[src/rtl/cpu_sequencer_if.sv]
// Memory-side bus of the instruction sequencer: one request/ready handshake
// shared by instruction fetch and LOAD/STORE data accesses.
interface cpu_sequencer_if #(
  parameter int ADDR_W = 8
);
  logic              mem_req;
  logic              mem_we;
  logic [ADDR_W-1:0] mem_addr;
  logic [7:0]        instr_in;
  logic              mem_ready;

  modport master (
    output mem_req, mem_we, mem_addr,
    input  instr_in, mem_ready
  );

  modport slave (
    input  mem_req, mem_we, mem_addr,
    output instr_in, mem_ready
  );
endinterface

[src/rtl/cpu_sequencer.sv]
// Multi-cycle FETCH/DECODE/EXEC/MEM/WB sequencer for the 8-bit CPU.
// Owns PC and IR and drives the ALU, register-file and memory strobes.
module cpu_sequencer #(
  parameter int                ADDR_W   = 8,
  parameter logic [ADDR_W-1:0] RESET_PC = '0,
  parameter int                TIMEOUT  = 15
) (
  input  logic               clk,
  input  logic               rst_n,
  input  logic               run,
  cpu_sequencer_if.master    bus,
  output logic [1:0]         alu_op,
  output logic               reg_write,
  output logic [7:0]         ir,
  output logic [ADDR_W-1:0]  pc,
  output logic [2:0]         state,
  output logic               illegal,
  output logic               bus_err,
  output logic [15:0]        retired
);

  typedef enum logic [2:0] {
    S_IDLE   = 3'd0,
    S_FETCH  = 3'd1,
    S_DECODE = 3'd2,
    S_EXEC   = 3'd3,
    S_MEM    = 3'd4,
    S_WB     = 3'd5
  } state_t;

  localparam logic [3:0] OP_ADD   = 4'b0001;
  localparam logic [3:0] OP_SUB   = 4'b0010;
  localparam logic [3:0] OP_LOAD  = 4'b0110;
  localparam logic [3:0] OP_STORE = 4'b0111;
  localparam logic [3:0] OP_JUMP  = 4'b1111;

  // The last tolerated wait cycle is the one where the counter sits at TIMEOUT-1.
  localparam logic [7:0] WAIT_LAST = 8'(TIMEOUT - 1);

  state_t     state_q;
  state_t     state_d;
  logic [7:0] wait_cnt;
  logic       retire;
  logic       timeout_hit;
  logic       wait_expired;
  logic [3:0] opcode;
  state_t     boundary;

  assign opcode       = ir[7:4];
  assign state        = state_q;
  assign boundary     = run ? S_FETCH : S_IDLE;
  assign wait_expired = !bus.mem_ready && (wait_cnt == WAIT_LAST);

  always_ff @(posedge clk or negedge rst_n) begin
    if (!rst_n) state_q <= S_IDLE;
    else        state_q <= state_d;
  end

  always_comb begin
    state_d     = state_q;
    retire      = 1'b0;
    timeout_hit = 1'b0;
    case (state_q)
      S_IDLE:
        if (run && !bus_err) state_d = S_FETCH;
      S_FETCH:
        if (bus.mem_ready) state_d = S_DECODE;
        else if (wait_expired) begin
          timeout_hit = 1'b1;
          state_d     = S_IDLE;
        end
      S_DECODE:
        case (opcode)
          OP_ADD, OP_SUB:    state_d = S_EXEC;
          OP_LOAD, OP_STORE: state_d = S_MEM;
          OP_JUMP: begin
            retire  = 1'b1;
            state_d = boundary;
          end
          default:           state_d = boundary;
        endcase
      S_EXEC: begin
        retire  = 1'b1;
        state_d = boundary;
      end
      S_MEM:
        if (bus.mem_ready) begin
          if (opcode == OP_STORE) begin
            retire  = 1'b1;
            state_d = boundary;
          end else begin
            state_d = S_WB;
          end
        end else if (wait_expired) begin
          timeout_hit = 1'b1;
          state_d     = S_IDLE;
        end
      S_WB: begin
        retire  = 1'b1;
        state_d = boundary;
      end
      default: state_d = S_IDLE;
    endcase
  end

  // The wait counter restarts whenever the FSM changes state, so every
  // FETCH or MEM visit gets a fresh timeout budget.
  always_ff @(posedge clk or negedge rst_n) begin
    if (!rst_n) begin
      pc       <= RESET_PC;
      ir       <= 8'h00;
      retired  <= 16'h0000;
      bus_err  <= 1'b0;
      wait_cnt <= 8'h00;
    end else begin
      if (state_q == S_FETCH && bus.mem_ready) begin
        ir <= bus.instr_in;
        pc <= pc + ADDR_W'(1);
      end
      if (state_q == S_DECODE && opcode == OP_JUMP)
        pc <= ADDR_W'(ir[3:0]);
      if (retire)
        retired <= retired + 16'd1;
      if (timeout_hit)
        bus_err <= 1'b1;
      if (state_d != state_q)
        wait_cnt <= 8'h00;
      else if (bus.mem_req && !bus.mem_ready)
        wait_cnt <= wait_cnt + 8'd1;
    end
  end

  always_comb begin
    bus.mem_req  = 1'b0;
    bus.mem_we   = 1'b0;
    bus.mem_addr = '0;
    alu_op       = 2'b00;
    reg_write    = 1'b0;
    illegal      = 1'b0;
    case (state_q)
      S_FETCH: begin
        bus.mem_req  = 1'b1;
        bus.mem_addr = pc;
      end
      S_DECODE:
        illegal = !(opcode == OP_ADD  || opcode == OP_SUB   ||
                    opcode == OP_LOAD || opcode == OP_STORE ||
                    opcode == OP_JUMP);
      S_EXEC: begin
        reg_write = 1'b1;
        alu_op    = (opcode == OP_SUB) ? 2'b01 : 2'b00;
      end
      S_MEM: begin
        bus.mem_req  = 1'b1;
        bus.mem_addr = ADDR_W'(ir[3:0]);
        bus.mem_we   = (opcode == OP_STORE);
        alu_op       = (opcode == OP_STORE) ? 2'b11 : 2'b10;
      end
      S_WB: begin
        reg_write = 1'b1;
        alu_op    = 2'b10;
      end
      default: ;
    endcase
  end

endmodule

[src/flat_wrapper.sv]
// flat-port wrapper written by rule: the top's interface ports become plain ports
module cpu_sequencer_flat 
#(
  parameter int                ADDR_W   = 8,
  parameter logic [ADDR_W-1:0] RESET_PC = '0,
  parameter int                TIMEOUT  = 15
)
  (clk, rst_n, run, alu_op, reg_write, ir, pc, state, illegal, bus_err, retired, bus_mem_req, bus_mem_we, bus_mem_addr, bus_instr_in, bus_mem_ready);
  cpu_sequencer_if #(.ADDR_W(ADDR_W)) bus_i ();
  input  logic clk;
  input  logic rst_n;
  input  logic run;
  output logic [1:0] alu_op;
  output logic reg_write;
  output logic [7:0] ir;
  output logic [ADDR_W-1:0] pc;
  output logic [2:0] state;
  output logic illegal;
  output logic bus_err;
  output logic [15:0] retired;
  output wire logic [$bits(bus_i.mem_req)-1:0] bus_mem_req;
  output wire logic [$bits(bus_i.mem_we)-1:0] bus_mem_we;
  output wire logic [$bits(bus_i.mem_addr)-1:0] bus_mem_addr;
  input wire logic [$bits(bus_i.instr_in)-1:0] bus_instr_in;
  input wire logic [$bits(bus_i.mem_ready)-1:0] bus_mem_ready;
  assign bus_mem_req = bus_i.mem_req;
  assign bus_mem_we = bus_i.mem_we;
  assign bus_mem_addr = bus_i.mem_addr;
  assign bus_i.instr_in = bus_instr_in;
  assign bus_i.mem_ready = bus_mem_ready;
  cpu_sequencer #(.ADDR_W(ADDR_W), .RESET_PC(RESET_PC), .TIMEOUT(TIMEOUT)) u_core (.clk(clk), .rst_n(rst_n), .run(run), .bus(bus_i), .alu_op(alu_op), .reg_write(reg_write), .ir(ir), .pc(pc), .state(state), .illegal(illegal), .bus_err(bus_err), .retired(retired));
endmodule
[config.mk]
export PLATFORM = sky130hd
export DESIGN_NAME = cpu_sequencer_flat
export DESIGN_NICKNAME = d
export VERILOG_FILES = /design/src/rtl/cpu_sequencer_if.sv /design/src/rtl/cpu_sequencer.sv /design/src/flat_wrapper.sv
export SDC_FILE = /design/constraint.sdc
export NUM_CORES = 1
export LEC_CHECK = 0
export CAP_MARGIN = 20
export CORE_MARGIN = 2
export CORE_UTILIZATION = 39
export DETAILED_ROUTE_END_ITERATION = 6
export GPL_TIMING_DRIVEN = 0
export PLACE_DENSITY_LB_ADDON = 0.08
export SETUP_SLACK_MARGIN = 0.2
export SLEW_MARGIN = 20
export SYNTH_ARGS = -nofsm -noshare
export SYNTH_HDL_FRONTEND = slang
export SYNTH_SLANG_ARGS = --single-unit
[constraint.sdc]
create_clock -name clk -period 3.5 [get_ports clk]
set_input_delay 1.05 -clock clk [delete_from_list [all_inputs] [get_ports clk]]
set_output_delay 1.05 -clock clk [all_outputs]
set_load 0.01 [all_outputs]
[After elaboration in Yosys (flattened, before gate mapping)]
Cells that the tools add are included.
Storage, ports and cells
  flip-flop bits (word level): 44
  latch bits: 0
  bits in writable memories: 0
  ROM bits: 0
  input port bits: 12
  output and inout port bits: 50
  logic and storage cells: 67
  memories kept: 0
Operators by class
  $add $sub $neg: 3
  $mul: 0
  divide/modulo/power cells: 0
  order comparisons: 0
  equal/unequal tests: 12
  shifts and indexed selects: 0
  multiplexer cells: 27
  bitwise gates (word level): 0
  reductions and logical operators: 19
Operator list (count)
  two-way mux 8 bit: 4
  adder 16 x 1 -> 16 bit, second input constant: 1
  adder 8 x 1 -> 8 bit, second input constant: 2
  one-hot mux 8 bit (2 select lines): 1
  two-way mux 3 bit: 5
  one-hot mux 3 bit (5 select lines): 1
  two-way mux 1 bit: 13
  equality test 4 x 3 -> 1 bit, second input constant: 2
  equality test 8 x 4 -> 1 bit, second input constant: 1
  OR reduction 2 bit: 4
  equality test 3 x 2 -> 1 bit, second input constant: 2
  equality test 3 bit, second input constant: 2
  one-hot mux 2 bit (3 select lines): 1
  one-hot mux 3 bit (2 select lines): 1
  logical AND 1 bit: 5
  equality test 4 x 1 -> 1 bit, second input constant: 1
  equality test 4 x 2 -> 1 bit, second input constant: 1
  equality test 4 bit, second input constant: 1
  logical OR 1 bit: 4
  nonzero test 2 bit: 2
  equality test 3 x 1 -> 1 bit, second input constant: 1
  logical NOT 1 bit: 3
  logical NOT 3 bit: 1
  inequality test 3 bit: 1
  one-hot mux 1 bit (3 select lines): 1

[Longest topological paths before layout]
Gate-level depths: netlist of the first run.
  depth after elaboration: 7
  depth in mapped cells: 7
  mapped depth without buffers: 6

[Least setup slack after synthesis of the first run]
Ideal clock, no wire load.
  kind: reg2out
  start: reg u_core.state_q[2], in the netlist u_core.state[2]
  end: out alu_op[0]
  data arrival time: 1.284 ns
  data required time: 2.450 ns
  path slack: 1.166 ns
  cell stages (with the launch flop): 6
  path buffers: 1
  cell sequence: dfrtp_1 -> buf_2 -> nand2b_1 -> nor4b_1 -> a31oi_1 -> nor2_1
On the way
  word-level cells in the longest chain between the ends: 2
  elaborated cells between the ends (all ways): 4
  classes of those cells: 3 x eq/ne; 1 x mux
Ends and longest elaborated chain
  from (decl): line cpu_sequencer.sv:40  | state_t state_q;
  from (signal assigned): line cpu_sequencer.sv:56  | else state_q <= state_d;
  equality test 3 bit or equality test 3 x 2 -> 1 bit (tied branches): line cpu_sequencer.sv:140  | case (state_q)
  one-hot mux 2 bit (3 select lines) *: line cpu_sequencer.sv:140
  to (decl): line flat_wrapper.sv:13  | output logic [1:0] alu_op;
Mark *: on every way between the ends. The rest lies on a longest branch, timed or not.

[Worst setup path in the final report of the first run]
  start: reg u_core.state_q[2], in the netlist u_core.state[2]
  end: out bus_mem_addr[1]
On the way
  word-level cells in the longest chain between the ends: 2
  elaborated cells between the ends (all ways): 3
  classes of those cells: 2 x eq/ne; 1 x mux
Ends and longest elaborated chain
  equality test 3 bit or equality test 3 x 1 -> 1 bit (tied branches): line cpu_sequencer.sv:140
  one-hot mux 8 bit (2 select lines) *: line cpu_sequencer.sv:140
  to (decl): line flat_wrapper.sv:23  | output wire logic [$bits(bus_i.mem_addr)-1:0] bus_mem_addr;
Marked as above.

==> out/results.ini, run 1 <==
[floorplan]
die_height_um=81.75
num_io_pins=62
die_x_um=81.75
die_area_sq_mm=0.006682
start_util_pct=40.05
design.core.area_sq_mm=0.005886
placementRows=28

[yosys]
synth_top_cell_by_area=dfrtp_1
synth_most_common_cell=nand2_1
synth_compound_area_share_pct=8.970
synth_top_family_by_area=simple AND/OR/NAND/NOR gates
syn_avg_cell_area_sq_um=9.582
synth_top_area_share_pct=46.71
synth_xor_area_share_pct=11.15
synth_cell_type_count=47
synthTopCellsByArea=dfrtp_1, nand2_1, xor2_1, xnor2_1, nor3_1
netlist_top_cells_count=nand2_1, dfrtp_1, xor2_1, nor2_1, nor3_1
yosysSeqAreaShare_pct=46.71
yosys.area_share.simple_pct=27.71
netlist_area_sq_mm=0.002357
synthCells=246
syn-num-nets=262
synthMuxAreaShare_pct=0.5839
synthAdderAreaFrac_pct=2.123
synth_seq_cells=44
async_flop_share_pct=100.0
ys_warn_count=0
synth_edf_count=0
synthFlopType=dfrtp_1

[drt]
wl_per_cell_um=14.01
drc_errors=0
antenna_left=0
drt_first_pass_iters=4
wl_mm=5.479
num_vias=2029
via_per_inst=5.189
drt_iter0_drc=102

[setup_path]
worst_setup_path_end_kind=primary output
critPathBufInv=2
critPathLaunch=u_core.state[2]
cp_top_family=buffers and inverters
cp-start-kind=register
worstPathRequired_ns=2.45
crit_type=reg -> out
crit_slowest_cell=clkdlybuf4s50_1
max_stage_delay_ns=0.53
arrival_ns=2.08
crit_fanout=10
path_cells=buf_2 -> nor3b_4 -> a22o_1 -> clkdlybuf4s50_1
regToRegStartpoint=u_core.state[0]

[power]
leakagePower_nw=1.342
total_power_w=0.002185
ir_worst_vdd_mv=0.3726
p_per_area_mw_per_mm2=684.9

[clock_network]
clk_pin_slew_ns=0.08
clock_latency_ns=0.29
cts_tree=yes
cts_buffers=5
cts.htree.levels=2
cts_root_buffer=clkbuf_8
clock_sinks=44
cts_buffer_depth=2

[worst_hold_path]
holdCritPathClass=reg -> reg
hp-start=u_core.retired[15]

[timing]
setup_violations=0
tightest_slew_ns=0.7813
holdWs_ns=0.4866
finClkSkew_ns=0.004020
rsz0062_at_grt=no
period_minus_slack_ns=3.126
max_slew_margin_pct=47.21
tns_ns=0
clock.fmax_mhz=319.9
drv_slew=0
hold_viol=0
finalCritPeriodShare_pct=89.31

[grt]
overflow=0
grt_max_degree=29
grt_pass1_wl_mm=8.783
track_usage_pct=17.07
grt_pass1_vias=1808
grt_antenna_before_repair=0

[placement]
io_buffers=61
hpwlAfterDp_mm=3.976
place.gp.congestion=0.7633

[outcome]
outcome=finished clean

[finish]
multi_input_area_sq_mm=0.001212
fillers=554
syn2layout_area_growth_pct=35.35
final_layout_size_suffix_gt1_share_pct=8.228
diodes=0
regArea_sq_mm=0.001101
nets=331

[flow_run]
drv_cap=0

-- kinds of logic after synthesis --
group	count (synthesis)
compound gates	27
xor+xnor	30
fa+ha+maj	4
buf+inv	15
flops	44
mux	1
simple gates	125
-- layout by cell type (no fill, tap or decap), drive strengths merged, types with 2 or more instances in the layout --
cell type and count:
or4 2, nand3 10, and2 6, nor3 15, nand2 46, nand2b 2
and3 3, a22o 4, o211ai 2, buf 9, nand3b 2, clkbuf 10
and4 4, nor4bb 2, a21o 2, xnor2 12, nor4 5, inv 6
clkdlybuf4s50 59, o21ai 6, nand4 6, xor2 18, dfrtp 44, nor2 14
nor3b 3, o22ai 2, ha 4
-- sequential cells by signal, summed over array words and instances (netlist names) --
| signal | cells |
|---|---|
| u_core.bus_err | 1 |
| u_core.ir | 8 |
| u_core.pc | 8 |
| u_core.retired | 16 |
| u_core.state | 3 |
| u_core.wait_cnt | 8 |
-- metrics by stage --
stage	utilization (%)	instance area (sq um)	worst slack, ns	cells
floorplan	-	2357	1.166	246
global placement	52.02	3062	0.1235	382
detailed placement	52.27	3077	0.2450	383
CTS	54.02	3179	0.2333	391
global route	54.21	3191	0.2707	391
finish	54.21	3191	0.3740	391
-- metal layers --
layer  GRT usage, %  up-vias  share of wire (%)
li1               -     1010                  -
met1          24.93      970                 51
met2          24.80       44                 44
met3          4.505        5                4.7
met4          5.000        0                1.1
met5              0        -                  0
-- power by group --
part	switching (W)	total (W)	internal [W]
combinational	0.000541	0.00107	0.000532
clock	0.000167	0.000328	0.000161
sequential	0.000156	0.000784	0.000628
total	0.000864	0.00219	0.00132
-- timing repair --
action / in CTS / in global routing
setup endpoints to repair: 2 / 1
gates resized for setup: 2 / 3
hold buffers: 0 / 0
hold endpoints to repair: 0 / 0
setup buffers: 0 / 0
-- worst paths after layout --
check,end,slack (ns),depth (start not counted)
worst max-delay path,bus_mem_addr[1],0.37,4
worst min-delay path,u_core.retired[15],0.49,1
worst max register to register,u_core.wait_cnt[7],1.16,5
worst min register to register,u_core.retired[15],0.49,1
max in group asynchronous,u_core.ir[2],2.34,2
min in group asynchronous,u_core.wait_cnt[5],0.68,1
-- area by class of cell --
class	instances	area share, %
plain buffers	9	1.333
repair buffers	62	19.69
inverters	6	0.7059
multi-input cells	187	38.00
well taps	75	2.941
clock buffers	8	2.824
flip-flops and latches	44	34.51
(Power assumes the default switching activity.)
==> inputs of run 2 (changes only) <==
Settings changed: CAP_MARGIN 20 to unset.
==> results of run 2 <==
The final DEF is identical to that of run 1; final timing and power are the same.
